`config.mk`:
```
export PLATFORM = sky130hd
export DESIGN_NAME = multicycle_controller_flat
export DESIGN_NICKNAME = d
export VERILOG_FILES = /design/src/rtl/multicycle_controller_if.sv /design/src/rtl/multicycle_controller.sv /design/src/flat_wrapper.sv
export SDC_FILE = /design/constraint.sdc
export NUM_CORES = 1
export LEC_CHECK = 0
export CAP_MARGIN = 10
export CORE_ASPECT_RATIO = 1.75
export CORE_MARGIN = 2
export CORE_UTILIZATION = 40
export CTS_CLUSTER_DIAMETER = 200
export CTS_CLUSTER_SIZE = 40
export DETAILED_ROUTE_END_ITERATION = 8
export PLACE_DENSITY = 0.73
export SLEW_MARGIN = 20
export SYNTH_ARGS = -nofsm -noshare
export SYNTH_HDL_FRONTEND = slang
export SYNTH_SLANG_ARGS = --single-unit
```
`constraint.sdc`:
```
create_clock -name clk -period 3.7 [get_ports clk]
set_input_delay 0.37 -clock clk [delete_from_list [all_inputs] [get_ports clk]]
set_output_delay 0.37 -clock clk [all_outputs]
set_load 0.05 [all_outputs]
```
`src/rtl/multicycle_controller_if.sv`:
```
// rtl/multicycle_controller_if.sv - fetch, decoder and execute-strobe bundle of the multicycle controller
interface multicycle_controller_if;
  logic        run;
  logic        imem_req;
  logic        imem_ack;
  logic [31:0] imem_rdata;
  logic [31:0] pc;
  logic [31:0] ir;
  logic [2:0]  alu_op;
  logic        is_jump;
  logic        is_beq;
  logic [31:0] imm;
  logic [4:0]  reg_dst;
  logic        regs_equal;
  logic        alu_en;
  logic        rf_we;
  logic [2:0]  state;
  logic [31:0] instr_count;

  modport master (
    input  run, imem_ack, imem_rdata, alu_op, is_jump, is_beq, imm, reg_dst, regs_equal,
    output imem_req, pc, ir, alu_en, rf_we, state, instr_count
  );

  modport slave (
    output run, imem_ack, imem_rdata, alu_op, is_jump, is_beq, imm, reg_dst, regs_equal,
    input  imem_req, pc, ir, alu_en, rf_we, state, instr_count
  );
endinterface

```
`src/rtl/multicycle_controller.sv`:
```
// rtl/multicycle_controller.sv - FETCH/DECODE/EXEC/WB sequencer with pc, ir and retire counter
module multicycle_controller (
  input  logic                   clk,
  input  logic                   rst,
  multicycle_controller_if.master bus
);

  typedef enum logic [2:0] {
    IDLE   = 3'd0,
    FETCH  = 3'd1,
    DECODE = 3'd2,
    EXEC   = 3'd3,
    WB     = 3'd4
  } state_e;

  state_e      state_q, state_d;
  logic [31:0] pc_q, pc_d;
  logic [31:0] ir_q, ir_d;
  logic [31:0] cnt_q, cnt_d;
  logic        req_q, alu_en_q, rf_we_q;
  logic        retire;

  always_comb begin
    state_d = state_q;
    pc_d    = pc_q;
    ir_d    = ir_q;
    cnt_d   = cnt_q;
    retire  = 1'b0;
    case (state_q)
      IDLE:   if (bus.run) state_d = FETCH;
      FETCH: begin
        if (bus.imem_ack) begin
          ir_d    = bus.imem_rdata;
          state_d = DECODE;
        end
      end
      DECODE: state_d = EXEC;
      EXEC: begin
        // Jump beats branch; only plain ALU ops spend a cycle in WB.
        if (bus.is_jump) begin
          pc_d   = pc_q + bus.imm;
          retire = 1'b1;
        end else if (bus.is_beq) begin
          pc_d   = bus.regs_equal ? pc_q + bus.imm : pc_q + 32'd1;
          retire = 1'b1;
        end else if (bus.alu_op >= 3'b010) begin
          state_d = WB;
        end else begin
          pc_d   = pc_q + 32'd1;
          retire = 1'b1;
        end
      end
      WB: begin
        pc_d   = pc_q + 32'd1;
        retire = 1'b1;
      end
      default: state_d = IDLE;
    endcase
    if (retire) begin
      cnt_d   = cnt_q + 32'd1;
      state_d = bus.run ? FETCH : IDLE;
    end
  end

  // Strobes are registered from the next state so they align exactly with it.
  always_ff @(posedge clk) begin
    if (rst) begin
      state_q  <= IDLE;
      pc_q     <= 32'd0;
      ir_q     <= 32'd0;
      cnt_q    <= 32'd0;
      req_q    <= 1'b0;
      alu_en_q <= 1'b0;
      rf_we_q  <= 1'b0;
    end else begin
      state_q  <= state_d;
      pc_q     <= pc_d;
      ir_q     <= ir_d;
      cnt_q    <= cnt_d;
      req_q    <= (state_d == FETCH);
      alu_en_q <= (state_d == EXEC);
      rf_we_q  <= (state_d == WB) && (bus.reg_dst != 5'd0);
    end
  end

  assign bus.imem_req    = req_q;
  assign bus.alu_en      = alu_en_q;
  assign bus.rf_we       = rf_we_q;
  assign bus.pc          = pc_q;
  assign bus.ir          = ir_q;
  assign bus.instr_count = cnt_q;
  assign bus.state       = state_q;

endmodule

```
`src/flat_wrapper.sv`:
```
// flat-port wrapper written by rule: the top's interface ports become plain ports
module multicycle_controller_flat 
  (clk, rst, bus_run, bus_imem_ack, bus_imem_rdata, bus_alu_op, bus_is_jump, bus_is_beq, bus_imm, bus_reg_dst, bus_regs_equal, bus_imem_req, bus_pc, bus_ir, bus_alu_en, bus_rf_we, bus_state, bus_instr_count);
  multicycle_controller_if bus_i ();
  input  logic clk;
  input  logic rst;
  input wire logic [$bits(bus_i.run)-1:0] bus_run;
  input wire logic [$bits(bus_i.imem_ack)-1:0] bus_imem_ack;
  input wire logic [$bits(bus_i.imem_rdata)-1:0] bus_imem_rdata;
  input wire logic [$bits(bus_i.alu_op)-1:0] bus_alu_op;
  input wire logic [$bits(bus_i.is_jump)-1:0] bus_is_jump;
  input wire logic [$bits(bus_i.is_beq)-1:0] bus_is_beq;
  input wire logic [$bits(bus_i.imm)-1:0] bus_imm;
  input wire logic [$bits(bus_i.reg_dst)-1:0] bus_reg_dst;
  input wire logic [$bits(bus_i.regs_equal)-1:0] bus_regs_equal;
  output wire logic [$bits(bus_i.imem_req)-1:0] bus_imem_req;
  output wire logic [$bits(bus_i.pc)-1:0] bus_pc;
  output wire logic [$bits(bus_i.ir)-1:0] bus_ir;
  output wire logic [$bits(bus_i.alu_en)-1:0] bus_alu_en;
  output wire logic [$bits(bus_i.rf_we)-1:0] bus_rf_we;
  output wire logic [$bits(bus_i.state)-1:0] bus_state;
  output wire logic [$bits(bus_i.instr_count)-1:0] bus_instr_count;
  assign bus_i.run = bus_run;
  assign bus_i.imem_ack = bus_imem_ack;
  assign bus_i.imem_rdata = bus_imem_rdata;
  assign bus_i.alu_op = bus_alu_op;
  assign bus_i.is_jump = bus_is_jump;
  assign bus_i.is_beq = bus_is_beq;
  assign bus_i.imm = bus_imm;
  assign bus_i.reg_dst = bus_reg_dst;
  assign bus_i.regs_equal = bus_regs_equal;
  assign bus_imem_req = bus_i.imem_req;
  assign bus_pc = bus_i.pc;
  assign bus_ir = bus_i.ir;
  assign bus_alu_en = bus_i.alu_en;
  assign bus_rf_we = bus_i.rf_we;
  assign bus_state = bus_i.state;
  assign bus_instr_count = bus_i.instr_count;
  multicycle_controller u_core (.clk(clk), .rst(rst), .bus(bus_i));
endmodule
```
Word-level counts from Yosys, hierarchy flattened
Cells that the tools add are included.
W data, S select, Z words.
Word-level totals
  word-level logic and storage cells: 42
  input port bits: 79
  output and inout port bits: 102
  flip-flop bits (word level): 102
Operators by class
  $add $sub $neg: 3
  order comparisons: 1
  reduce and logical (&&, ||, !) cells: 6
  equality and inequality tests: 8
  mux-type cells: 17
Operator list (number)
  $mux W32: 4
  $add A32 B1 Y32 const B: 2
  $pmux W32 S2: 1
  $add A32 B32 Y32: 1
  $mux W3: 6
  $pmux W3 S5: 1
  $eq A3 B2 Y1 const B: 3
  $eq A3 B1 Y1 const B: 2
  $eq A3 B3 Y1 const B: 2
  $reduce_bool A5 Y1: 1
  $mux W1: 4
  $ne A4 B4 Y1 const B: 1
  $reduce_and A2 Y1: 2
  $ge A3 B2 Y1 const B: 1
  $logic_not A3 Y1: 1
  $pmux W1 S2: 1
  $reduce_bool A2 Y1: 1
  $logic_and A1 B1 Y1: 1

Logic depth before layout (Yosys ltp)
  depth in word-level cells: 8
  depth in mapped cells: 11

Worst setup path before layout
Ideal clock, no wire load.
  kind: register -> register
  from: register u_core.pc_q[0] (netlist: u_core.bus.pc[0])
  to: register u_core.pc_q[24] (netlist: u_core.bus.pc[24])
  data required time: 3.597 ns
  library setup time: 0.103 ns
  cell stages (with the launch flop): 12
  slack: 0.378 ns
  arrival: 3.218 ns
  path through: dfxtp_1 > ha_1 > fa_1 > a21oi_1 > and3b_1 > o21a_1 > a211oi_4 > o21ba_4 > o31ai_4 > o41a_2 > xnor2_1 > a2111oi_2
Between the ends
  word-level cells in the longest chain between the ends: 5
  elaborated cells between the ends (all ways): 7
  classes of those cells: add/sub: 2; mux: 5
RTL lines
  from (decl): line multicycle_controller.sv:17  | logic [31:0] pc_q, pc_d;
  from (signal assigned): line multicycle_controller.sv:77  | pc_q <= pc_d;
  $add A32 B1 Y32 / $add A32 B32 Y32 (equally long branches)
  $mux W32 (on tied branches): line multicycle_controller.sv:46, multicycle_controller.sv:44
  $mux W32: line multicycle_controller.sv:43  | end else if (bus.is_beq) begin
  $mux W32: line multicycle_controller.sv:40  | if (bus.is_jump) begin
  $pmux W32 S2 (*): line multicycle_controller.sv:29  | case (state_q)
Every way passes the cells marked *; elsewhere a longest branch is shown, timed or not. The select of a mux whose other input is x is not followed.
A chain may end at the register's enable or synchronous reset.

Worst setup path in the final report
  from: input port bus_imm[0]
  to: register u_core.pc_q[24] (netlist: u_core.bus.pc[24])
Between the ends
  word-level cells in the longest chain between the ends: 5
RTL lines
  from (decl): line flat_wrapper.sv:13  | input wire logic [$bits(bus_i.imm)-1:0] bus_imm;
  $add A32 B32 Y32 (*): line multicycle_controller.sv:41, multicycle_controller.sv:44
  $mux W32: line multicycle_controller.sv:44  | pc_d = bus.regs_equal ? pc_q + bus.imm : pc_q + 32'd1;
  $mux W32: line multicycle_controller.sv:43
  $mux W32 (*): line multicycle_controller.sv:40
  $pmux W32 S2 (*): line multicycle_controller.sv:29
Every way passes the cells marked *; elsewhere a longest branch is shown, timed or not.

==> impl_metrics.xml <==
<?xml version="1.0" encoding="UTF-8"?>
<metrics>
  <group name="place">
    <metric name="number_of_port_buffers" unit="">179</metric>
    <metric name="place.gp.congestion" unit="">0.8708</metric>
    <metric name="dp_slack" unit="ns">-0.0004634</metric>
    <metric name="detailed_place_hpwl" unit="mm">12.94</metric>
  </group>
  <group name="min_path">
    <metric name="path_class_of_the_lowest_slack_min_delay_path" unit="">reg2reg</metric>
  </group>
  <group name="synth">
    <metric name="synth-seq-cells" unit="">102</metric>
    <metric name="syn_area_per_cell" unit="µm²">7.681</metric>
    <metric name="synth_area_leader_cell" unit="">sky130_fd_sc_hd__dfxtp_1</metric>
    <metric name="synth_area" unit="mm²">0.006152</metric>
    <metric name="yosys.cell_types.count" unit="">70</metric>
    <metric name="synth-main-ff-cell" unit="">sky130_fd_sc_hd__dfxtp_1</metric>
    <metric name="syn-num-nets" unit="">914</metric>
    <metric name="synth_edf_count" unit="">0</metric>
    <metric name="asyncSetResetFlopFracSynth" unit="%">0</metric>
    <metric name="yosys.area.top_type_share" unit="%">33.19</metric>
    <metric name="synthesis.instances" unit="">801</metric>
    <metric name="yosysWarningCount" unit="">0</metric>
    <metric name="synth.yosys.seq_area_share" unit="%">33.19</metric>
    <metric name="synth_top_cells_by_area" unit="">sky130_fd_sc_hd__dfxtp_1, sky130_fd_sc_hd__a21oi_1, sky130_fd_sc_hd__nand2_1</metric>
  </group>
  <group name="layout">
    <metric name="drive_gt1_share" unit="%">5.895</metric>
    <metric name="layout.cells.most_common_list" unit="">sky130_fd_sc_hd__clkdlybuf4s50_1, sky130_fd_sc_hd__nand2_1, sky130_fd_sc_hd__dfxtp_1</metric>
    <metric name="antennaDiodeCount" unit="">0</metric>
    <metric name="final_nets" unit="">1075</metric>
    <metric name="synthToLayoutAreaGrowth" unit="%">36.73</metric>
    <metric name="fill_cells" unit="">1508</metric>
    <metric name="leading_cell_type_in_the_layout_fill_and_taps_excluded" unit="">sky130_fd_sc_hd__clkdlybuf4s50_1</metric>
  </group>
  <group name="timing">
    <metric name="final_min_period_over_clock_period" unit="%">90.16</metric>
    <metric name="finalSetupViolCount" unit="">0</metric>
    <metric name="holdWs" unit="ns">0.4548</metric>
    <metric name="fin_setup_tns" unit="ns">0</metric>
    <metric name="setup_repair_after_global_routing_missed_its_margin" unit="">no</metric>
    <metric name="timing.final.max_slew_violations" unit="">0</metric>
    <metric name="layout_min_cycle_time" unit="ns">3.336</metric>
    <metric name="hold_viol_final" unit="">0</metric>
    <metric name="maxSlewHeadroom" unit="%">26.28</metric>
    <metric name="worst_slew_pin_slew" unit="ns">1.106</metric>
    <metric name="max_freq" unit="GHz">0.2998</metric>
    <metric name="skew" unit="ns">0.01280</metric>
    <metric name="layout_setup_ws" unit="ns">0.3639</metric>
  </group>
  <group name="global_routing">
    <metric name="grt_util_met3" unit="%">4.649</metric>
    <metric name="grt_remaining_overflow" unit="">0</metric>
    <metric name="grt_max_degree" unit="">102</metric>
    <metric name="via_count_of_the_first_global_routing_pass" unit="">6249</metric>
    <metric name="antenna_violations_before_repair" unit="">0</metric>
    <metric name="grt_first_pass_wirelength" unit="mm">29.08</metric>
    <metric name="grt-busiest-layer" unit="">met2</metric>
    <metric name="groute.layer.met2.usage" unit="%">40.36</metric>
    <metric name="grt_usage" unit="%">21.10</metric>
    <metric name="global_route.usage.met1" unit="%">22.39</metric>
  </group>
  <group name="outcome">
    <metric name="status" unit="">completed</metric>
  </group>
  <group name="pwr">
    <metric name="comb_power_share" unit="%">18.3</metric>
    <metric name="cell_internal_pwr" unit="mW">1.794</metric>
    <metric name="p_switching" unit="mW">0.7476</metric>
    <metric name="p_per_area" unit="mW/mm²">302.2</metric>
    <metric name="pwr-share-seq" unit="%">45.0</metric>
    <metric name="max_rail_drop_vdd" unit="µV">235.8</metric>
    <metric name="power_switching_share" unit="%">29.41</metric>
    <metric name="p_leak" unit="nW">3.088</metric>
    <metric name="share_clk_of_total_power" unit="%">36.7</metric>
  </group>
  <group name="floorplanning">
    <metric name="io-pin-count" unit="">181</metric>
    <metric name="die-area" unit="mm²">0.01643</metric>
    <metric name="initial_utilization" unit="%">40.37</metric>
    <metric name="floorplan.die.width" unit="µm">97.75</metric>
    <metric name="placement_rows" unit="">60</metric>
    <metric name="core_area" unit="mm²">0.01524</metric>
    <metric name="dieHeight" unit="µm">168.1</metric>
  </group>
  <group name="clock_network">
    <metric name="maximum_count_of_clock_buffers_along_a_single_path" unit="">2</metric>
    <metric name="clock_root_buffer_master" unit="">sky130_fd_sc_hd__clkbuf_16</metric>
    <metric name="clock_tree_from_tritoncts" unit="">yes</metric>
    <metric name="worstSkewPairLatency" unit="ns">0.34</metric>
    <metric name="post_cts_resize_count" unit="">0</metric>
    <metric name="clk_pin_slew_worst_paths" unit="ns">0.07</metric>
    <metric name="htree_levels" unit="">3</metric>
    <metric name="hold_fix_buffer_count_after_cts" unit="">0</metric>
    <metric name="cts_inserted_buffers" unit="">9</metric>
    <metric name="postCtsSetupBuffers" unit="">0</metric>
    <metric name="cts.sinks" unit="">102</metric>
  </group>
  <group name="detailed_routing">
    <metric name="detail-route-antenna-nets" unit="">0</metric>
    <metric name="detail_route.drc_violations" unit="">0</metric>
    <metric name="viasPerCell" unit="">5.501</metric>
    <metric name="postRouteWirelength" unit="mm">17.60</metric>
    <metric name="drt_first_iter_violations" unit="">179</metric>
    <metric name="wire_per_inst" unit="µm">15.27</metric>
    <metric name="number_of_vias_in_the_routed_layout" unit="">6343</metric>
    <metric name="drt_pass1_iterations" unit="">5</metric>
  </group>
  <group name="critical_path">
    <metric name="timing.critical_path.cells" unit="">clkdlybuf4s50_1, ha_1, fa_1, a21oi_1, and3b_1, o21a_1, a211oi_4, o21ba_4, o31ai_4, o41a_2, xnor2_1, a2111oi_2</metric>
    <metric name="crit_slowest_cell" unit="">sky130_fd_sc_hd__fa_1</metric>
    <metric name="worst_path_largest_cell_delay" unit="ns">0.42</metric>
    <metric name="crit_path_start_kind" unit="">input port</metric>
    <metric name="critical_path.endpoint_type" unit="">register</metric>
    <metric name="timing_worst_setup_path_type" unit="">in2reg</metric>
    <metric name="critical_path.max_fanout" unit="">4</metric>
    <metric name="critical_path.top_delay_family" unit="">compound AO/OA/AOI/OAI gates</metric>
    <metric name="worstPathArrival" unit="ns">3.57</metric>
    <metric name="timing.critical_path.buf_inv" unit="">1</metric>
    <metric name="cp.required" unit="ns">3.93</metric>
  </group>
  <group name="job">
    <metric name="drv_cap" unit="">0</metric>
  </group>
</metrics>
power by group through the flow:
stage	registers (mW)	clock network, mW	logic [mW]
detailed placement	1.17	0	0.463
CTS	1.14	0.964	0.466
floorplan	1.25	0	0.196
global placement	1.17	0	0.462
finish	1.14	0.934	0.465
global route	1.15	1.01	0.505
per-stage QoR:
step / power (mW) / util, % / instances / area, µm²
3_5_place_dp: 1.633 / 53.28 / 1137 / 8119
2_1_floorplan: 1.447 / - / 801 / 6152
4_1_cts: 2.574 / 55.18 / 1153 / 8409
3_3_place_gp: 1.630 / 53.28 / 1137 / 8119
5_1_grt: 2.665 / 55.20 / 1153 / 8412
6_report: 2.542 / 55.20 / 1153 / 8412
sequential cells by signal (all words and copies together) (netlist names):
register and count:
u_core.bus.pc 32, u_core.bus.state 3, u_core.bus.rf_we 1, u_core.bus.ir 32, u_core.bus.imem_req 1, u_core.bus.alu_en 1, u_core.bus.instr_count 32
Yosys cell counts, types with 4 or more instances:
cell type	n
sky130_fd_sc_hd__a41oi_1	5
sky130_fd_sc_hd__nand2_1	131
sky130_fd_sc_hd__o31ai_1	4
sky130_fd_sc_hd__a21o_1	17
sky130_fd_sc_hd__or3_1	9
sky130_fd_sc_hd__clkbuf_1	37
sky130_fd_sc_hd__or2_2	5
sky130_fd_sc_hd__a22oi_1	5
sky130_fd_sc_hd__a21oi_1	100
sky130_fd_sc_hd__nand3_1	26
sky130_fd_sc_hd__nand4_1	14
sky130_fd_sc_hd__nor3_1	21
sky130_fd_sc_hd__xor2_1	31
sky130_fd_sc_hd__inv_1	14
sky130_fd_sc_hd__xnor2_1	20
sky130_fd_sc_hd__a31oi_1	6
sky130_fd_sc_hd__o21bai_1	4
sky130_fd_sc_hd__o21ai_0	45
sky130_fd_sc_hd__dfxtp_1	102
sky130_fd_sc_hd__ha_1	33
sky130_fd_sc_hd__nand3b_1	4
sky130_fd_sc_hd__o22ai_1	4
sky130_fd_sc_hd__nor2_1	70
sky130_fd_sc_hd__o21a_1	5
sky130_fd_sc_hd__and3_1	14
sky130_fd_sc_hd__a211oi_1	9
worst min-delay path: stages (launching register included):
cell	delay [ns]
sky130_fd_sc_hd__dfxtp_1	0.31
sky130_fd_sc_hd__nand2_1	0.05
sky130_fd_sc_hd__a21oi_1	0.05
worst paths after layout:
| path | start | endpoint | slack (ns) | depth (start not counted) |
|---|---|---|---|---|
| worst min-delay path | u_core.bus.ir[3] | u_core.bus.ir[3] | 0.45 | 2 |
| worst min register to register | u_core.bus.ir[3] | u_core.bus.ir[3] | 0.45 | 2 |
| worst max-delay path | bus_imm[0] | u_core.bus.pc[24] | 0.36 | 12 |
| worst max register to register | u_core.bus.pc[0] | u_core.bus.pc[24] | 0.39 | 11 |
area by class of cell:
class | count | area [µm²] | area share [%]
Tap cell | 186 | 232.7 | 2.767
Clock inverter | 7 | 65.06 | 0.7735
Multi-Input combinational cell | 643 | 3908 | 46.45
Timing Repair Buffer | 192 | 1887 | 22.43
Clock buffer | 9 | 225.2 | 2.677
Sequential cell | 102 | 2042 | 24.27
Inverter | 14 | 52.55 | 0.6247
cells by family (layout without fill, tap and decap cells):
group | Yosys count | after routing | synth area share [%]
simple gates | 316 | 316 | 23.65
compound gates | 238 | 238 | 24.69
flops | 102 | 102 | 33.19
buf+inv | 56 | 222 | 3.478
xor+xnor | 51 | 51 | 7.261
fa+ha+maj | 34 | 34 | 7.037
mux | 4 | 4 | 0.6915
layer usage:
layer / part of all wire [%] / vias to the layer above
li1: - / 3178
met1: 38 / 2978
met5: 0 / -
met4: 2.1 / 0
met2: 55 / 161
met3: 5.0 / 26
Note: power is estimated with default switching activity, not from simulation.
